## src/rtl/dbus_peri_initiator.sv

```systemverilog
// Peripheral data-bus initiator: decodes single core load/store requests to a
// one-hot responder select and runs one timeout-protected transaction per request.
module dbus_peri_initiator #(
  parameter int unsigned         ADDR_W    = 32,
  parameter int unsigned         DATA_W    = 32,
  parameter int unsigned         N_PERI    = 5,
  parameter logic [ADDR_W-1:0]   PERI_BASE = 32'h9000_0000,
  parameter int unsigned         SPAN_LOG2 = 8,
  parameter int unsigned         TIMEOUT   = 15
) (
  input  logic                     clk,
  input  logic                     rst,
  input  logic                     core_req_i,
  input  logic                     core_we_i,
  input  logic [ADDR_W-1:0]        core_addr_i,
  input  logic [DATA_W-1:0]        core_wdata_i,
  input  logic [DATA_W/8-1:0]      core_be_i,
  output logic                     core_ready_o,
  output logic                     core_rsp_valid_o,
  output logic [DATA_W-1:0]        core_rdata_o,
  output logic                     core_err_o,
  output logic [N_PERI-1:0]        peri_sel_o,
  output logic                     peri_req_o,
  output logic                     peri_we_o,
  output logic [SPAN_LOG2-1:0]     peri_addr_o,
  output logic [DATA_W-1:0]        peri_wdata_o,
  output logic [DATA_W/8-1:0]      peri_be_o,
  input  logic [N_PERI-1:0]        peri_ack_i,
  input  logic [N_PERI*DATA_W-1:0] peri_rdata_i
);

  localparam int unsigned IDX_W = $clog2(N_PERI);
  localparam int unsigned CNT_W = $clog2(TIMEOUT + 1);

  typedef enum logic [1:0] {
    S_IDLE   = 2'd0,
    S_ACCESS = 2'd1,
    S_RESP   = 2'd2
  } state_t;

  state_t             state_q, state_d;
  logic [IDX_W-1:0]   idx_q;
  logic [CNT_W-1:0]   cnt_q;
  logic [ADDR_W-1:0]  ofs, slot;
  logic               hit, ack_sel, timeout_hit;
  logic [DATA_W-1:0]  rdata_sel;

  // Address decode: window offset, responder slot, alignment
  assign ofs = core_addr_i - PERI_BASE;
  assign slot = ofs >> SPAN_LOG2;
  assign hit = (core_addr_i >= PERI_BASE) && (slot < ADDR_W'(N_PERI))
               && (core_addr_i[1:0] == 2'b00);
  assign timeout_hit = (cnt_q == CNT_W'(TIMEOUT - 1));

  // Only the selected responder's ack and read data are observed
  always_comb begin
    ack_sel = 1'b0;
    rdata_sel = '0;
    for (int unsigned i = 0; i < N_PERI; i++) begin
      if (idx_q == IDX_W'(i)) begin
        ack_sel = peri_ack_i[i];
        rdata_sel = peri_rdata_i[i*DATA_W +: DATA_W];
      end
    end
  end

  always_ff @(posedge clk) begin
    if (rst) state_q <= S_IDLE;
    else state_q <= state_d;
  end

  always_comb begin
    state_d = state_q;
    case (state_q)
      S_IDLE: begin
        if (core_req_i) state_d = hit ? S_ACCESS : S_RESP;
      end
      S_ACCESS: begin
        if (ack_sel || timeout_hit) state_d = S_RESP;
      end
      S_RESP:  state_d = S_IDLE;
      default: state_d = S_IDLE;
    endcase
  end

  always_comb begin
    core_ready_o = 1'b0;
    core_rsp_valid_o = 1'b0;
    peri_req_o = 1'b0;
    peri_sel_o = '0;
    case (state_q)
      S_IDLE:   core_ready_o = 1'b1;
      S_ACCESS: begin
        peri_req_o = 1'b1;
        peri_sel_o = N_PERI'(1) << idx_q;
      end
      S_RESP:   core_rsp_valid_o = 1'b1;
      default:  ;
    endcase
  end

  // Transaction latches, timeout counter and response registers
  always_ff @(posedge clk) begin
    if (rst) begin
      idx_q <= '0;
      cnt_q <= '0;
      peri_we_o <= 1'b0;
      peri_addr_o <= '0;
      peri_wdata_o <= '0;
      peri_be_o <= '0;
      core_rdata_o <= '0;
      core_err_o <= 1'b0;
    end else begin
      case (state_q)
        S_IDLE: begin
          if (core_req_i) begin
            if (hit) begin
              peri_we_o <= core_we_i;
              peri_addr_o <= ofs[SPAN_LOG2-1:0];
              peri_wdata_o <= core_wdata_i;
              peri_be_o <= core_be_i;
              idx_q <= IDX_W'(slot);
              cnt_q <= '0;
            end else begin
              core_rdata_o <= '0;
              core_err_o <= 1'b1;
            end
          end
        end
        S_ACCESS: begin
          if (ack_sel) begin
            core_rdata_o <= peri_we_o ? '0 : rdata_sel;
            core_err_o <= 1'b0;
          end else begin
            cnt_q <= cnt_q + CNT_W'(1);
            if (timeout_hit) begin
              core_rdata_o <= '0;
              core_err_o <= 1'b1;
            end
          end
        end
        default: ;
      endcase
    end
  end

endmodule

```

## config.mk

```make
export PLATFORM = sky130hd
export DESIGN_NAME = dbus_peri_initiator
export DESIGN_NICKNAME = d
export VERILOG_FILES = /design/src/rtl/dbus_peri_initiator.sv
export SDC_FILE = /design/constraint.sdc
export NUM_CORES = 1
export LEC_CHECK = 0
export CORE_AREA = 2 2 127 129
export DETAILED_ROUTE_END_ITERATION = 16
export DIE_AREA = 0 0 129 131
export GPL_TIMING_DRIVEN = 0
export PLACE_DENSITY_LB_ADDON = 0.25
export SKIP_LAST_GASP = 1
export SLEW_MARGIN = 20
export SYNTH_ARGS = -nofsm -noshare
export SYNTH_HDL_FRONTEND = slang
export SYNTH_SLANG_ARGS = --single-unit
```

## constraint.sdc

```tcl
create_clock -name clk -period 2.1 [get_ports clk]
set_input_delay 0.21 -clock clk [delete_from_list [all_inputs] [get_ports clk]]
set_output_delay 0.21 -clock clk [all_outputs]
set_load 0.05 [all_outputs]
```

==> flow_summary.yaml <==
drt:
  drc_errors: 0
  ant_nets: 0
  drtIter0Drc: 126
  routed_wl_um: 18700
  vias: 4914
  vias_per_cell: 4.76
  firstDrtPassIters: 4
  wl_per_cell_um: 18.1
cells_and_area:
  layout_commonest_cell: "clkdlybuf4s50_1"
  final_cell_mix: "clkdlybuf4s50_1, mux2i_1, dfxtp_1, nor2_1, a21oi_1"
  area_growth_syn_to_layout_pct: 87.5
  n_antenna_cell: 0
  final-instance-count-excl-fill: 1032
  nets: 1050
  drive_gt1_frac: 0.0846
critical_path:
  timing.rr.start: "idx_q[2]$_SDFFE_PP0P_"
  cp_max_fo: 10
  timing.rr.end: "core_rdata_o[0]$_SDFFE_PP0P_"
  worstSetupStartpointType: "flip-flop"
  arrival_ns: 1.82
  rr_worst_depth: 9
  rrSetupSlack_ns: 0.11
  end_kind: "primary output"
  path_class: "reg -> out"
  crit_required_ns: 1.89
hold_path:
  worst_hold_path.endpoint: "peri_wdata_o[31]$_SDFFE_PP0P_"
  hold_start: "core_wdata_i[31]"
  hold_path_depth: 3
  hold_class: "in -> reg"
timing:
  worst_slack_ns: 0.0734
  finalMaxSlewViolations: 0
  worst_pin_slew_ns: 0.562
  slew_headroom: 0.624
  clock_skew_ns: 0.00855
  fmax_mhz: 493
  rsz0062_at_grt: "true"
  fin_crit_ns: 2.03
  tns_ns: 0
  hold_viol: 0
  fin_crit_sh: 0.965
  setup_violations: 0
cts:
  cts-root-buf: "clkbuf_16"
  cts_tree: "yes"
  cts_sinks: 87
  clock_latency_ns: 0.35
  htreeDepth: 3
  clockBufferDepth: 2
  cts_made_buffers: 9
  clkTransAtPathRegs_ns: 0.07
placed_design:
  dp_hpwl_um: 15000
  pre_cts_ws_ns: -0.682
  numPortBuffers: 322
  placedCellCount: 1012
  routabilityCongestion: 0.829
grt:
  grt_max_degree: 16
  antenna_found_initial: 0
  overflow: 0
  grt_pass1_vias: 5071
  grt_pass1_wl_um: 27100
  grt_util_all_layers: 0.211
logic_synthesis:
  ys_warn_count: 0
  synth-seq-cells: 87
  yosysUniqueCellTypes: 35
  synthCells: 474
  syn_avg_cell_area_um2: 9.43
  syn_area_um2: 4470
  seq_area_frac_synth: 0.390
  syn-num-nets: 713
die:
  die_h_um: 131
  initial_core_util: 0.286
  die-area_um2: 16900
  ios: 323
  dieWidth_um: 129
  num_rows: 46
  coreArea_um2: 15600
pwr:
  p_total_mw: 3.95
  power_density_nw_per_um2: 471
  p_leak_nw: 2.93
  vdd_drop_max_mv: 0.331
run_status:
  status: "completed"
flow_run:
  cap_violations: 0
==> sequential cells by signal, indices dropped and copies added (netlist names) <==
| name | cells |
|---|---|
| peri_wdata_o | 32 |
| core_rdata_o | 32 |
| idx_q | 3 |
| peri_be_o | 4 |
| peri_we_o | 1 |
| state_q | 2 |
| core_err_o | 1 |
| cnt_q | 4 |
| peri_addr_o | 8 |
==> worst max-delay path: stages (launching register included) <==
cell      delay [ns]
dfxtp_1         0.37
buf_4           0.19
nor2b_1         0.13
clkbuf_2        0.21
buf_6           0.18
nor3b_2         0.19
buf_6           0.19
==> worst max path at each step <==
stage	startpoint	endpoint	slack, ns	cells past startpoint
6_report	idx_q[2]$_SDFFE_PP0P_	peri_sel_o[4]	0.07	6
3_5_place_dp	idx_q[2]$_SDFFE_PP0P_	peri_sel_o[4]	-0.68	6
4_1_cts	idx_q[2]$_SDFFE_PP0P_	peri_sel_o[4]	-0.11	6
2_1_floorplan	state_q[1]$_SDFFE_PP0P_	peri_sel_o[3]	0.08	4
3_3_place_gp	idx_q[2]$_SDFFE_PP0P_	peri_sel_o[4]	-0.69	6
5_1_grt	idx_q[2]$_SDFFE_PP0P_	peri_sel_o[4]	-0.07	6
==> metal layers <==
layer  part of all wire  up-vias  wire [um]  GRT usage
met1               0.38     2252       7120      0.239
met5                  0        -          0          0
li1                   -     2395          -          -
met3               0.11       26       2060     0.0741
met4              0.024        0        455     0.0799
met2               0.48      241       9070      0.367
==> area by class of cell <==
class,instances,area [um^2]
tap,216,270
fill,1408,7220
buffer,42,272
timing repair buffer,326,3250
clock buffer,10,229
sequential,87,1740
inverter,2,7.51
clock inverter,6,70.1
multi-input combinational,343,2530
==> cell families after synthesis <==
| kind of cell | Yosys count | share of synthesized area |
|---|---|---|
| xor+xnor | 3 | 0.00588 |
| fa+ha+maj | 2 | 0.00560 |
| flops | 87 | 0.390 |
| simple gates | 124 | 0.131 |
| mux | 111 | 0.249 |
| compound gates | 103 | 0.164 |
| buf+inv | 44 | 0.0557 |
==> what timing repair did <==
item,4_1_cts,5_1_grt
pin swaps,2,5
resized for setup,37,26
endpoints found under the setup margin,36,81
buffers inserted,2,2
hold buffers,0,0
hold endpoints to repair,0,0
==> per-stage QoR <==
stage | hold WS [ns] | utilization | area [um^2]
6_report | 0.477 | 0.537 | 8380
3_3_place_gp | 0.460 | 0.512 | 7980
5_1_grt | 0.478 | 0.537 | 8380
3_5_place_dp | 0.463 | 0.512 | 7980
2_1_floorplan | 0.357 | - | 4490
4_1_cts | 0.465 | 0.532 | 8290
==> where the power goes <==
group / total [mW] / internal (mW) / switching, mW
Clock: 1.65 / 0.929 / 0.716
Sequential: 1.65 / 1.65 / 0.00229
Combinational: 0.646 / 0.462 / 0.185
Total: 3.95 / 3.04 / 0.903
==> synthesized netlist by cell type <==
| master | number | share of area |
|---|---|---|
| nor3b_1 | 3 | 0.0050 |
| buf_2 | 10 | 0.011 |
| dfxtp_1 | 87 | 0.39 |
| nor2_1 | 84 | 0.071 |
| xnor2_1 | 3 | 0.0059 |
| nand2b_1 | 2 | 0.0028 |
| nor4b_1 | 3 | 0.0059 |
| a21oi_4 | 1 | 0.0036 |
| nor4_1 | 4 | 0.0056 |
| and3b_1 | 1 | 0.0020 |
| mux2i_1 | 111 | 0.25 |
| a21oi_1 | 34 | 0.038 |
| nand3_1 | 2 | 0.0022 |
| nand4_1 | 2 | 0.0028 |
| o21ai_0 | 1 | 0.0011 |
| nor3_1 | 10 | 0.011 |
| nand2_1 | 3 | 0.0025 |
| a22o_1 | 32 | 0.063 |
| inv_1 | 2 | 0.0017 |
| a2111oi_4 | 1 | 0.0062 |
| buf_6 | 7 | 0.018 |
| nand2b_2 | 1 | 0.0020 |
| ha_1 | 2 | 0.0056 |
| o22ai_1 | 32 | 0.045 |
| clkbuf_1 | 19 | 0.016 |
| nor2b_1 | 3 | 0.0042 |
| buf_4 | 5 | 0.0084 |
| o32a_4 | 1 | 0.0050 |
| nor3b_2 | 1 | 0.0028 |
| a2111oi_0 | 1 | 0.0020 |
| buf_1 | 1 | 0.00084 |
| nor3_2 | 1 | 0.0022 |
| nor4_4 | 1 | 0.0048 |
| nor2_2 | 2 | 0.0028 |
| or3_1 | 1 | 0.0014 |
No activity file was read; power rests on OpenSTA's default activity.
